### src/rtl/serial_adder.sv
// rtl/serial_adder.sv - multi-cycle signed adder, DIGIT bits per clock, start/busy/done handshake
module serial_adder #(
  parameter int WIDTH = 32,
  parameter int DIGIT = 4
) (
  input  logic             clk,
  input  logic             rst_n,
  input  logic             start,
  input  logic [WIDTH-1:0] a,
  input  logic [WIDTH-1:0] b,
  input  logic             Cin,
  output logic             busy,
  output logic             done,
  output logic [WIDTH-1:0] s,
  output logic             Cout,
  output logic             overflow
);

  localparam int N    = WIDTH / DIGIT;
  localparam int IDXW = (N > 1) ? $clog2(N) : 1;
  localparam logic [IDXW-1:0] IDX_LAST = IDXW'(N - 1);

  typedef enum logic [1:0] {
    IDLE = 2'd0,
    RUN  = 2'd1,
    DONE = 2'd2
  } state_t;

  state_t           state;
  state_t           state_next;
  logic [WIDTH-1:0] a_q;
  logic [WIDTH-1:0] b_q;
  logic [WIDTH-1:0] psum;
  logic [WIDTH-1:0] psum_next;
  logic             carry;
  logic [IDXW-1:0]  idx;
  logic [DIGIT-1:0] a_dig;
  logic [DIGIT-1:0] b_dig;
  logic [DIGIT:0]   dig_sum;
  logic             accept;
  logic             last;
  logic             msb_carry;
  int               base;

  always_ff @(posedge clk or negedge rst_n) begin
    if (!rst_n) begin
      state <= IDLE;
    end else begin
      state <= state_next;
    end
  end

  // Start is only honoured outside RUN; requests while busy are dropped silently.
  always_comb begin
    state_next = state;
    busy       = 1'b0;
    done       = 1'b0;
    accept     = 1'b0;
    last       = (idx == IDX_LAST);
    case (state)
      IDLE: begin
        accept = start;
        if (start) state_next = RUN;
      end
      RUN: begin
        busy = 1'b1;
        if (last) state_next = DONE;
      end
      DONE: begin
        done   = 1'b1;
        accept = start;
        state_next = start ? RUN : IDLE;
      end
      default: state_next = IDLE;
    endcase
  end

  // One digit of the ripple: slice out, add with carry, splice the result back in.
  always_comb begin
    base      = int'(idx) * DIGIT;
    a_dig     = a_q[base +: DIGIT];
    b_dig     = b_q[base +: DIGIT];
    dig_sum   = {1'b0, a_dig} + {1'b0, b_dig} + {{DIGIT{1'b0}}, carry};
    psum_next = psum;
    psum_next[base +: DIGIT] = dig_sum[DIGIT-1:0];
    // Carry into the top bit of this digit, recovered from the sum bit.
    msb_carry = dig_sum[DIGIT-1] ^ a_dig[DIGIT-1] ^ b_dig[DIGIT-1];
  end

  always_ff @(posedge clk or negedge rst_n) begin
    if (!rst_n) begin
      a_q      <= '0;
      b_q      <= '0;
      psum     <= '0;
      carry    <= 1'b0;
      idx      <= '0;
      s        <= '0;
      Cout     <= 1'b0;
      overflow <= 1'b0;
    end else if (accept) begin
      a_q   <= a;
      b_q   <= b;
      carry <= Cin;
      idx   <= '0;
    end else if (state == RUN) begin
      psum  <= psum_next;
      carry <= dig_sum[DIGIT];
      if (last) begin
        s        <= psum_next;
        Cout     <= dig_sum[DIGIT];
        overflow <= msb_carry ^ dig_sum[DIGIT];
      end else begin
        idx <= idx + IDXW'(1);
      end
    end
  end

endmodule

### config.mk
export PLATFORM = sky130hd
export DESIGN_NAME = serial_adder
export DESIGN_NICKNAME = d
export VERILOG_FILES = /design/src/rtl/serial_adder.sv
export SDC_FILE = /design/constraint.sdc
export NUM_CORES = 1
export LEC_CHECK = 0
export CAP_MARGIN = 10
export CELL_PAD_IN_SITES_DETAIL_PLACEMENT = 2
export CELL_PAD_IN_SITES_GLOBAL_PLACEMENT = 2
export CORE_ASPECT_RATIO = 1.75
export CORE_UTILIZATION = 30
export DETAILED_ROUTE_END_ITERATION = 10
export PLACE_DENSITY_LB_ADDON = 0.1
export SLEW_MARGIN = 15
export SYNTH_ARGS = -nofsm -noshare
export SYNTH_HDL_FRONTEND = slang
export SYNTH_SLANG_ARGS = --single-unit
### constraint.sdc
create_clock -name clk -period 3.7 [get_ports clk]
set_clock_uncertainty 0.15 [all_clocks]
set_input_delay 0.37 -clock clk [delete_from_list [all_inputs] [get_ports clk]]
set_output_delay 0.37 -clock clk [all_outputs]
set_load 0.05 [all_outputs]
Word level (Yosys, flattened, before mapping)
Index checks and enable logic that the tools add are counted.
{"block": "word_totals", "ff_bits": 136, "input_bits": 68, "output_inout_bits": 36, "word_cells": 47}
{"block": "op_classes", "add_sub_neg": 4, "n_eq_ne": 6, "shift": 4, "mux": 13, "bitwise_logic": 4, "n_reduce_logical": 7}
{"operator": "$shiftx A32 B6 Y4", "count": 2}
{"operator": "$neg A5 Y33", "count": 1}
{"operator": "$shift A4 B33 Y32 const A", "count": 1}
{"operator": "$shiftx A4 B33 Y32", "count": 1}
{"operator": "$bwmux W32", "count": 1}
{"operator": "$mux W3", "count": 3}
{"operator": "$mux W1", "count": 6}
{"operator": "$ne A2 B2 Y1 const B", "count": 3}
{"operator": "$pmux W2 S3", "count": 1}
{"operator": "$reduce_and A2 Y1", "count": 3}
{"operator": "$add A4 B4 Y5", "count": 1}
{"operator": "$add A5 B1 Y5", "count": 1}
{"operator": "$mux W2", "count": 2}
{"operator": "$add A3 B1 Y3 const B", "count": 1}
{"operator": "$eq A3 B3 Y1 const B", "count": 1}
{"operator": "$reduce_and A3 Y1", "count": 1}
{"operator": "$xor A1 B1 Y1", "count": 3}
{"operator": "$eq A2 B1 Y1 const B", "count": 1}
{"operator": "$eq A2 B2 Y1 const B", "count": 1}
{"operator": "$logic_not A2 Y1", "count": 1}
{"operator": "$reduce_bool A2 Y1", "count": 1}
{"operator": "$reduce_or A2 Y1", "count": 1}
{"operator": "$not A1 Y1", "count": 1}

Logic depth before layout (Yosys ltp)
Gate-level depths: netlist (run 1).
{"block": "depth", "word_depth": 6, "mapped_depth": 13, "depth_no_buf": 11}

Worst setup path before layout (run 1)
Ideal clock, no wire load.
{"block": "synth_timing", "kind": "register to register", "start": "register idx[0]", "end": "register s[23]", "setup_time_ns": 0.077, "arrival_time_ns": 3.158, "t_required_ns": 3.473, "slack_ns": 0.315, "stages_incl_launch_ff": 13, "n_path_buf": 3, "period_less_slack_ns": 3.385, "cell_sequence": "dfrtp_1 > buf_4 > buf_2 > mux4_2 > nand2_1 > nand2_1 > fa_1 > a21o_4 > a21oi_4 > xnor2_1 > buf_6 > or4_1 > a21oi_1"}
{"block": "synth_via", "elab_chain_len": 5, "elab_cells_between_ends": 10, "classes_between": "add/sub (3); eq/ne (1); shift (4); mux (1); reduce/logical (1)"}
{"element": "start, declared", "line": "36", "text": "logic [IDXW-1:0] idx;"}
{"element": "start signal, assigned", "line": "113", "text": "idx <= idx + IDXW'(1);"}
{"element": "$shiftx A32 B6 Y4, on equally long branches", "line": "81, 82"}
{"element": "$add A4 B4 Y5", "line": "83", "text": "dig_sum = {1'b0, a_dig} + {1'b0, b_dig} + {{DIGIT{1'b0}}, carry};"}
{"element": "$add A5 B1 Y5", "line": "83"}
{"element": "$shiftx A4 B33 Y32", "line": "85", "text": "psum_next[base +: DIGIT] = dig_sum[DIGIT-1:0];"}
{"element": "$bwmux W32", "line": "85"}
{"element": "end signal, assigned", "line": "109", "text": "s <= psum_next;"}
{"element": "end, declared", "line": "14", "text": "output logic [WIDTH-1:0] s,"}
Several ways; a longest one is shown, not always the timed one.
A chain may end at the register's enable or synchronous reset.

Worst setup path in the final report (run 1)
{"block": "layout_timing", "start": "register idx[0]", "end": "register psum[31]"}
{"block": "layout_via", "elab_chain_len": 5, "elab_cells_between_ends": 8, "classes_between": "add/sub (3); shift (4); mux (1)"}
{"element": "$shiftx A32 B6 Y4, on equally long branches", "line": "81, 82"}
{"element": "$add A4 B4 Y5", "line": "83"}
{"element": "$add A5 B1 Y5", "line": "83"}
{"element": "$shiftx A4 B33 Y32", "line": "85"}
{"element": "$bwmux W32 *", "line": "85"}
{"element": "end signal, assigned", "line": "106", "text": "psum <= psum_next;"}
{"element": "end, declared", "line": "33", "text": "logic [WIDTH-1:0] psum;"}
Mark *: on every way between the ends. The rest lies on a longest branch, timed or not.

==> summary.txt, run 1 <==
STA
  – Hold Worst Slack: 0.316 ns
  – Slew at the pin closest to its max-slew limit: 0.882 ns
  – Setup repair after global routing missed its margin: no
  – Minimum clock period: 3.49 ns
  – Relative slew margins: 0.412
  – Number of endpoints failing setup at the final stage: 0
  – Final Hold Violating Endpoints: 0
  – Total count of max-transition violations in the final report: 0
  – Fmax: 287 MHz
  – Final period utilization: 0.942
  – Setup_tns: 0 ns

Finish
  – Area added between synthesis and finish: 32.3%
  – Layout Nets: 823
  – Most common cell after layout, fill and taps aside: nand2_1
  – Fraction of layout instances using a drive strength above 1: 0.126
  – Number of antenna repair diodes: 0
  – Commonest non-fill, non-tap cells in the layout: 253 x nand2_1, 136 x dfrtp_1, 102 x clkdlybuf4s50_1, 33 x o21ai_0, 28 x mux2_2
  – Number of cells in the finished layout apart from fillers: 1008
  – Fillers: 2233

Route
  – Final routed DRC violation total: 1
  – Per-cell via count in the routed design: 4.89
  – Routed length per instance: 18.7 um
  – Via count: 4929
  – DRT antenna net count: 0
  – WL final: 18800 um
  – TritonRoute pass-1 iters: 9
  – DRC marker count from the first detailed-route iteration: 119

Clocking
  – Skew-Pair Late Insertion Delay: 0.43 ns
  – Number of clock sinks seen by CTS: 136
  – Root cell of the clock tree: clkbuf_16
  – Worst-case clock buffer depth: 2
  – TritonCTS clock tree: yes
  – Clock slew seen by the registers of the worst setup and hold paths: 0.06 ns
  – Total CTS buffers: 17
  – Post-CTS Setup Bufs: 0
  – Number of levels the H-tree was split into: 4

Floorplan
  – Std-Cell Core Area: 20800 um2
  – Starting density of the core: 0.305
  – I/O Pins: 104
  – Die Width: 112 um
  – Die Outline Area: 21700 um2
  – Height of the die: 194 um
  – Count of standard-cell rows: 70

Synthesis
  – Main flop type after synthesis: dfrtp_1
  – Proportion of synthesized chip area in sequential cells: 0.538
  – Yosys reg bits: 136
  – Synthesis Warnings: 0
  – Number of nets in the synthesized netlist: 718
  – Avg Inst Size Synth: 9.92 um2
  – Count of flip-flops with a built-in enable after synthesis: 0
  – Fraction of synthesis flops using an asynchronous set or reset pin: 1.00
  – Post-synth cell types: 42
  – Netlist Area Pre-Place: 6330 um2
  – Synthesized instance count: 638

Setup path
  – Gate family responsible for the most delay along the worst path: multiplexers
  – Logic depth of the worst register-to-register path: 11
  – CP max stage delay: 0.70 ns
  – Arrival time of data at the critical path endpoint: 3.64 ns
  – Kind of launch point of the worst setup path: register
  – Cells traversed along the worst timing path: buf_12, mux4_2, nand2_1, and2_1, inv_1, ha_1, a21o_4, a21oi_4, xnor2_1, nor3_1, mux2_2
  – Critical path endpoint category: register
  – Number of stages on the worst setup path: 11
  – CP Buf/Inv Count: 2
  – Required time of the worst setup path: 3.86 ns
  – Crit-path slowest cell: xnor2_1
  – Category of the most critical setup path: reg2reg
  – Slack of the worst reg-to-reg path: 0.21 ns
  – Top fanout value on the critical path: 20

Power and ir drop
  – Total power draw: 8.99 mW
  – Static Leakage: 4.03 nW
  – Power per unit of standard cell area: 1070 nW/um2
  – Peak supply drop: 0.409 mV

GRT
  – Global-route wire length before repair: 31200 um
  – Antenna violations before repair: 0
  – Congestion Overflow GR: 0
  – GRT Resource Usage Total: 0.190
  – Via count of the first global-routing pass: 5777
  – Largest net degree at the start of global routing: 91

Status
  – Outcome: complete, but fails checks
  – Violations in the final reports: DRC

Min path
  – Worst min-delay path class: in2reg
  – Worst Hold Depth: 3

Place
  – Post-detailed-placement half-perimeter wirelength: 14000 um
  – Placed instance count: 975
  – Number of port buffers: 103
  – Weighted congestion reported at the end of routability-driven placement: 0.748

Run
  – Number of maximum-capacitance constraint violations: 0
==> layer usage <==
layer,part of all wire,vias up,track usage
met5,0,-,0
met4,0.031,0,0.0866
met3,0.025,33,0.0359
met2,0.58,87,0.366
met1,0.37,2490,0.193
li1,-,2319,-
==> cells in the mapped netlist (2+ instances only) <==
master | instances | area (um2)
nand2_1 | 253 | 950
dfrtp_1 | 136 | 3400
o21ai_0 | 33 | 165
mux2_2 | 28 | 315
clkbuf_1 | 26 | 97.6
mux2i_1 | 21 | 210
nor2_1 | 21 | 78.8
a21oi_1 | 19 | 95.1
mux4_2 | 16 | 360
nor3_1 | 12 | 60.1
ha_1 | 10 | 125
inv_1 | 9 | 33.8
or4_1 | 6 | 45.0
nand2b_1 | 4 | 25.0
o21ai_1 | 4 | 20.0
xor2_1 | 4 | 35.0
xnor2_1 | 3 | 26.3
a21o_1 | 2 | 15.0
and2_1 | 2 | 12.5
buf_4 | 2 | 15.0
buf_6 | 2 | 22.5
fa_1 | 2 | 40.0
nor2b_1 | 2 | 12.5
nor4b_1 | 2 | 17.5
o31ai_1 | 2 | 15.0
==> area by class of cell <==
class / count / area (um2) / area share
clock buffer: 24 / 482 / 0.0575
clock inverter: 8 / 190 / 0.0227
inverter: 10 / 37.5 / 0.00448
multi-input combinational: 460 / 2760 / 0.330
sequential: 136 / 3400 / 0.406
tap: 252 / 315 / 0.0377
timing repair buffer: 118 / 1180 / 0.142
==> per-stage QoR <==
stage          worst slack, ns  utilization  instance area [um2]
6_report                 0.214        0.403                 8370
5_1_grt                 0.0190        0.403                 8370
4_1_cts                  0.137        0.403                 8370
3_5_place_dp             0.199        0.370                 7690
3_3_place_gp             0.358        0.370                 7690
2_1_floorplan            0.315            -                 6330
==> sequential cells by signal (all words and copies together) (netlist names) <==
register,count
a_q,32
b_q,32
psum,32
s,32
idx,3
state,2
Cout,1
carry,1
overflow,1
==> cell families after synthesis <==
group           share of synthesized area
xor+xnor                          0.00969
compound gates                     0.0581
mux                                 0.140
flops                               0.538
buf+inv                            0.0287
simple gates                        0.200
fa+ha+maj                          0.0261
==> power breakdown <==
group | internal [mW] | leakage, nW | switching [mW]
combinational | 1.72 | 1.95 | 2.80
sequential | 2.11 | 1.76 | 0.415
clock | 1.32 | 0.328 | 0.632
==> worst min-delay path, cell delays in order <==
cell and delay [ns]:
clkdlybuf4s50_1 0.39, nand2_1 0.06, nand2_1 0.04
==> final timing paths <==
kind / start / to
worst max-delay path: idx[0] / psum[31]
worst min-delay path: b[27] / b_q[27]
worst max register to register: idx[0] / psum[31]
worst min register to register: b_q[9] / b_q[9]
max in group asynchronous: rst_n / a_q[4]
min in group asynchronous: rst_n / s[24]
==> repair_timing <==
item / 4_1_cts / 5_1_grt
hold endpoints to repair: 89 / 0
endpoints found under the setup margin: 0 / 2
gates resized for setup: 0 / 1
hold buffers: 1 / 0
(Power assumes the default switching activity.)
==> run 2, diff against run 1 <==
--- a/config.mk
+++ b/config.mk
@@ -12,6 +12,7 @@
 export CORE_UTILIZATION = 30
 export DETAILED_ROUTE_END_ITERATION = 10
 export PLACE_DENSITY_LB_ADDON = 0.1
+export SKIP_CTS_REPAIR_TIMING = 1
 export SLEW_MARGIN = 15
 export SYNTH_ARGS = -nofsm -noshare
 export SYNTH_HDL_FRONTEND = slang
==> results of run 2 <==
The final DEF is identical to that of run 1; final timing and power are the same.
==> run 3, diff against run 2 <==
--- a/config.mk
+++ b/config.mk
@@ -10,6 +10,7 @@
 export CELL_PAD_IN_SITES_GLOBAL_PLACEMENT = 2
 export CORE_ASPECT_RATIO = 1.75
 export CORE_UTILIZATION = 30
+export CTS_CLUSTER_SIZE = 25
 export DETAILED_ROUTE_END_ITERATION = 10
 export PLACE_DENSITY_LB_ADDON = 0.1
 export SKIP_CTS_REPAIR_TIMING = 1
==> results of run 3 <==
The final DEF is identical to that of run 1; final timing and power are the same.
